--- config.mk ---
export PLATFORM = sky130hd
export DESIGN_NAME = tile_move_sequencer_flat
export DESIGN_NICKNAME = d
export VERILOG_FILES = /design/src/rtl/tile_move_sequencer_if.sv /design/src/rtl/tile_move_sequencer.sv /design/src/flat_wrapper.sv
export SDC_FILE = /design/constraint.sdc
export NUM_CORES = 1
export LEC_CHECK = 0
export ABC_AREA = 1
export CAP_MARGIN = 20
export CORE_AREA = 2 2 90 92
export CTS_BUF_LIST = sky130_fd_sc_hd__clkbuf_4 sky130_fd_sc_hd__clkbuf_8
export CTS_CLUSTER_DIAMETER = 60
export CTS_CLUSTER_SIZE = 24
export DETAILED_ROUTE_END_ITERATION = 10
export DIE_AREA = 0 0 92 94
export HOLD_SLACK_MARGIN = 0.06
export SYNTH_ARGS = -nofsm -noshare
export SYNTH_HDL_FRONTEND = slang
export SYNTH_SLANG_ARGS = --single-unit
--- constraint.sdc ---
create_clock -name clk -period 4.4 [get_ports clk]
set_clock_uncertainty 0.2 [all_clocks]
set_input_delay 0.66 -clock clk [delete_from_list [all_inputs] [get_ports clk]]
set_output_delay 0.66 -clock clk [all_outputs]
set_load 0.05 [all_outputs]
--- src/rtl/tile_move_sequencer_if.sv ---
// Move-request handshake between a requester and the tile move sequencer.
// The requester drives valid/dir and the sequencer answers with ready.
interface tile_move_sequencer_if;
    logic       req_valid;
    logic [1:0] req_dir;
    logic       req_ready;

    modport master (
        output req_valid,
        output req_dir,
        input  req_ready
    );

    modport slave (
        input  req_valid,
        input  req_dir,
        output req_ready
    );
endinterface

--- src/rtl/tile_move_sequencer.sv ---
// Queues requested moves of the 3x3 puzzle's empty space, checks each for legality,
// and issues legal moves to the tile datapath until it reports the puzzle solved.
module tile_move_sequencer #(
    parameter int unsigned DEPTH     = 4,
    parameter logic [3:0]  START_LOC = 4'b1010
) (
    input  logic                        clk,
    input  logic                        reset,
    tile_move_sequencer_if.slave        req,
    input  logic                        dp_ready,
    input  logic                        solved,
    output logic                        move_en,
    output logic [1:0]                  move_dir,
    output logic                        rej_valid,
    output logic [3:0]                  space_loc,
    output logic [9:0]                  move_count,
    output logic                        done
);

    localparam int unsigned AW = $clog2(DEPTH);
    localparam logic [AW:0] FULL_COUNT = DEPTH[AW:0];

    typedef enum logic {
        ST_RUN,
        ST_SOLVED
    } state_t;

    typedef enum logic [1:0] {
        DIR_LEFT  = 2'b00,
        DIR_RIGHT = 2'b01,
        DIR_UP    = 2'b10,
        DIR_DOWN  = 2'b11
    } dir_t;

    state_t        state;
    state_t        state_next;

    logic [1:0]    mem [DEPTH];
    logic [AW-1:0] wr_ptr;
    logic [AW-1:0] rd_ptr;
    logic [AW:0]   count;
    logic          full;
    logic          empty;
    logic          push;
    logic          pop;
    logic          flush;

    logic [1:0]    head;
    logic [1:0]    row;
    logic [1:0]    col;
    logic          in_bounds;
    logic          legal;
    logic [3:0]    next_loc;
    logic          has_last;
    logic [1:0]    last_dir;

    assign full  = (count == FULL_COUNT);
    assign empty = (count == '0);
    assign push  = req.req_valid && req.req_ready;
    assign head  = mem[rd_ptr];
    assign row   = space_loc[3:2];
    assign col   = space_loc[1:0];

    always_ff @(posedge clk) begin
        if (reset) state <= ST_RUN;
        else       state <= state_next;
    end

    // Solving is only recognised on a quiet edge so an in-flight move is never lost.
    always_comb begin
        state_next    = state;
        req.req_ready = 1'b0;
        pop           = 1'b0;
        flush         = 1'b0;
        done          = 1'b0;
        case (state)
            ST_RUN: begin
                req.req_ready = !full;
                pop           = !empty && dp_ready;
                if (solved && !move_en && !pop) begin
                    state_next = ST_SOLVED;
                    flush      = 1'b1;
                end
            end
            ST_SOLVED: begin
                done = 1'b1;
            end
            default: begin
                state_next = ST_RUN;
            end
        endcase
    end

    always_ff @(posedge clk) begin
        if (push) mem[wr_ptr] <= req.req_dir;
    end

    always_ff @(posedge clk) begin
        if (reset || flush) begin
            wr_ptr <= '0;
            rd_ptr <= '0;
            count  <= '0;
        end else begin
            if (push) wr_ptr <= wr_ptr + 1'b1;
            if (pop)  rd_ptr <= rd_ptr + 1'b1;
            case ({push, pop})
                2'b10:   count <= count + 1'b1;
                2'b01:   count <= count - 1'b1;
                default: count <= count;
            endcase
        end
    end

    always_comb begin
        in_bounds = 1'b0;
        next_loc  = space_loc;
        case (dir_t'(head))
            DIR_LEFT: begin
                in_bounds = (col != 2'd0);
                next_loc  = {row, col - 2'd1};
            end
            DIR_RIGHT: begin
                in_bounds = (col < 2'd2);
                next_loc  = {row, col + 2'd1};
            end
            DIR_UP: begin
                in_bounds = (row != 2'd0);
                next_loc  = {row - 2'd1, col};
            end
            DIR_DOWN: begin
                in_bounds = (row < 2'd2);
                next_loc  = {row + 2'd1, col};
            end
            default: begin
                in_bounds = 1'b0;
                next_loc  = space_loc;
            end
        endcase
    end

    // Opposite directions differ only in bit 0, so undoing the last move is head == last ^ 1.
    assign legal = in_bounds && !(has_last && (head == (last_dir ^ 2'b01)));

    always_ff @(posedge clk) begin
        if (reset) begin
            move_en    <= 1'b0;
            move_dir   <= 2'b00;
            rej_valid  <= 1'b0;
            space_loc  <= START_LOC;
            move_count <= '0;
            has_last   <= 1'b0;
            last_dir   <= 2'b00;
        end else begin
            move_en   <= pop && legal;
            rej_valid <= pop && !legal;
            if (pop && legal) begin
                move_dir  <= head;
                space_loc <= next_loc;
                last_dir  <= head;
                has_last  <= 1'b1;
                if (move_count != '1) move_count <= move_count + 1'b1;
            end
        end
    end

endmodule
--- src/flat_wrapper.sv ---
// flat-port wrapper written by rule: the top's interface ports become plain ports
module tile_move_sequencer_flat 
#(
    parameter int unsigned DEPTH     = 4,
    parameter logic [3:0]  START_LOC = 4'b1010
)
  (clk, reset, dp_ready, solved, move_en, move_dir, rej_valid, space_loc, move_count, done, req_req_valid, req_req_dir, req_req_ready);
  tile_move_sequencer_if req_i ();
  input  logic clk;
  input  logic reset;
  input  logic dp_ready;
  input  logic solved;
  output logic move_en;
  output logic [1:0] move_dir;
  output logic rej_valid;
  output logic [3:0] space_loc;
  output logic [9:0] move_count;
  output logic done;
  input wire logic [$bits(req_i.req_valid)-1:0] req_req_valid;
  input wire logic [$bits(req_i.req_dir)-1:0] req_req_dir;
  output wire logic [$bits(req_i.req_ready)-1:0] req_req_ready;
  assign req_i.req_valid = req_req_valid;
  assign req_i.req_dir = req_req_dir;
  assign req_req_ready = req_i.req_ready;
  tile_move_sequencer #(.DEPTH(DEPTH), .START_LOC(START_LOC)) u_core (.clk(clk), .reset(reset), .req(req_i), .dp_ready(dp_ready), .solved(solved), .move_en(move_en), .move_dir(move_dir), .rej_valid(rej_valid), .space_loc(space_loc), .move_count(move_count), .done(done));
endmodule
==> flow_summary.toml <==
[outcome]
status = "finished, final reports clean"

[flow_run]
drv_cap = 0

[clock_network]
insertion_delay_ns = 0.29
cts_buffers = 5
clkSlewWorstSetupHoldPaths_ns = 0.08
cts_tree = "yes"
ctsResizeCount = 0
postCtsSetupBuffers = 0
max-clock-path-buffers = 2
htreeDepth = 2
cts.sinks = 37
clock-root-buffer = "clkbuf_8"
cts_hold_buf = 0

[yosys]
async_reset_ff_frac = 0
ys_ff_latch = 37
ys_seq_area_frac = 0.4356
ys_types = 32
syn_avg_cell_area_um2 = 8.488
yosys_warnings = 0
synth-main-ff-cell = "dfxtp_1"
synth_nets = 238
synth_area_um2 = 1884
synth-edff-count = 8
netlist_instances = 222

[sta]
final.min_clock_period_ns = 2.772
tightest_slew_ns = 0.5875
hold_viol = 0
relSlewSlack = 0.6057
tns_ns = 0
setup_viol = 0
drv_slew = 0
grt_setup_unrepaired = "no"
fmax_ghz = 0.3608
period_share = 0.6299

[global_route]
grt_overflow = 0
grt_antenna_before_repair = 0
grt_usage = 0.09075
grt_max_degree = 20
grt_pass1_wl_mm = 6.237
grt_pass1_vias = 1325

[die]
die_w_um = 92
die_y_um = 94
die-area_um2 = 8648
core_um2 = 7607
ios = 27
start_util = 0.2477
num_rows = 32

[worst_setup_path]
worstPathArrival_ns = 1.91
rrSetupSlack_ns = 2.01
crit_path_start_kind = "flip-flop"
worstSetupPathType = "reg2out"
ff2ff_path_depth = 14
worstReg2RegEnd = "u_core.move_count[2]"
crit_fanout = 3
crit_required_ns = 3.54
end_kind = "primary output"

[hold_path]
min_path_type = "reg2reg"
min_from = "u_core.has_last"
min_to = "u_core.has_last"
holdPathStages = 2

[place]
place_hpwl_mm = 2.670
dp.cells = 347
io_buffers = 26
place.gp.congestion = 0.7422

[pwr]
peakVddDrop_v = 0.0001730
p_sw_frac = 0.2684
finalPower_mw = 0.7697
power.leakage_nw = 0.8951
power.switching_mw = 0.2066
clkPwrFrac = 0.386
combPwrFrac = 0.138
p_seq_frac = 0.476
p_int_mw = 0.5631
p_per_area_nw_per_um2 = 325.6

[detailed_routing]
drt_iter0_drc = 65
drt-total-wl_mm = 3.701
ant_nets = 0
firstDrtPassIters = 4
wire_per_inst_um = 10.43
vias = 1474
drc = 0
routed_via_density = 4.152

[final_layout]
antenna_cells = 0
drive_gt1_frac = 0.1225
syn_to_final_growth_pct = 25.43
nets = 268
fin_cells = 355
metal layers:
layer | vias up | global-route usage | routed length, um
li1 | 789 | - | -
met1 | 650 | 0.1220 | 1877
met2 | 29 | 0.1342 | 1581
met3 | 6 | 0.02648 | 175
met4 | 0 | 0.04104 | 67
met5 | - | 0 | 0
cell type report:
| class | count | area, um^2 |
|---|---|---|
| fill | 820 | 5244 |
| multi-input combinational | 160 | 953.4 |
| sequential | 37 | 820.8 |
| timing repair buffer | 27 | 267.8 |
| tap | 102 | 127.6 |
| inverter | 21 | 78.83 |
| clock buffer | 5 | 68.82 |
| clock inverter | 3 | 46.29 |
state kept, by name (all words and copies together), names as in the netlist, named ones only:
name	cells
u_core.count	3
u_core.has_last	1
u_core.mem	8
u_core.move_count	10
u_core.move_dir	2
u_core.move_en	1
u_core.rd_ptr	2
u_core.rej_valid	1
u_core.space_loc	4
u_core.state	1
u_core.wr_ptr	2
cells in the final DEF (no fill, tap or decap), drive strengths merged:
| cell | Yosys | layout |
|---|---|---|
| nand2 | 47 | 47 |
| nor3 | 1 | 1 |
| inv | 21 | 21 |
| fa | 1 | 1 |
| buf | 3 | 1 |
| nand4 | 11 | 11 |
| nand3 | 21 | 21 |
| nand3b | 2 | 2 |
| edfxtp | 8 | 8 |
| clkbuf | 1 | 5 |
| dfxtp | 29 | 29 |
| bufinv | 0 | 1 |
| nor4 | 1 | 1 |
| o21ai | 3 | 3 |
| clkinvlp | 0 | 1 |
| ha | 8 | 8 |
| a21oi | 16 | 16 |
| xnor2 | 4 | 4 |
| a31oi | 1 | 1 |
| or2 | 1 | 1 |
| xor2 | 10 | 10 |
| o31ai | 1 | 1 |
| clkinv | 0 | 1 |
| clkdlybuf4s50 | 0 | 26 |
| nor2 | 32 | 32 |
power groups by stage:
stage / combinational [mW] / sequential, mW / clock (mW)
after floorplan: 0.0701 / 0.383 / 0
after global placement: 0.106 / 0.374 / 0
after detailed placement: 0.107 / 0.374 / 0
after CTS: 0.108 / 0.366 / 0.305
after global routing: 0.119 / 0.368 / 0.318
final: 0.107 / 0.366 / 0.297
how the worst max path moves through the flow:
stage	startpoint	to	slack, ns	depth (start not counted)
final	u_core.count[1]	req_req_ready	1.63	3
after global routing	u_core.count[1]	req_req_ready	1.52	3
after CTS	u_core.count[1]	req_req_ready	1.60	3
after detailed placement	dp_ready	u_core.count[2]	1.41	12
after global placement	dp_ready	u_core.count[2]	1.45	12
after floorplan	u_core.state	u_core.count[1]	1.31	8
kinds of logic (layout without fill, tap and decap cells):
| group | Yosys count | count (layout) | synth area share |
|---|---|---|---|
| flops | 37 | 37 | 0.4356 |
| xor+xnor | 14 | 14 | 0.06507 |
| fa+ha+maj | 9 | 9 | 0.06375 |
| simple gates | 116 | 116 | 0.3174 |
| compound gates | 21 | 21 | 0.05976 |
| buf+inv | 25 | 56 | 0.05842 |
synth_stat cells (5+ instances only):
cell,n,area (um^2)
dfxtp_1,29,580.6
ha_1,8,100.1
nand3_2,8,80.08
nand2_1,41,153.9
a21oi_1,15,75.07
nand2_2,5,31.28
edfxtp_1,8,240.2
nand4_1,10,62.56
inv_1,20,75.07
xor2_1,10,87.58
nand3_1,13,65.06
nor2_1,28,105.1
through the flow:
| step | utilization | hold WS [ns] | setup WS, ns | cell area, um^2 |
|---|---|---|---|---|
| global placement | 0.2956 | 0.2517 | 1.454 | 2248 |
| finish | 0.3107 | 0.2807 | 1.628 | 2364 |
| CTS | 0.3107 | 0.2765 | 1.598 | 2364 |
| floorplan | - | 0.2289 | 1.307 | 1884 |
| global route | 0.3107 | 0.3058 | 1.521 | 2364 |
| detailed placement | 0.2956 | 0.2565 | 1.407 | 2248 |
worst max-delay path, cell delays in order, from the launching register on:
cell	delay (ns)
dfxtp_1	0.37
inv_1	0.09
a31oi_1	0.30
clkdlybuf4s50_1	0.86
No activity file was read; power rests on OpenSTA's default activity.
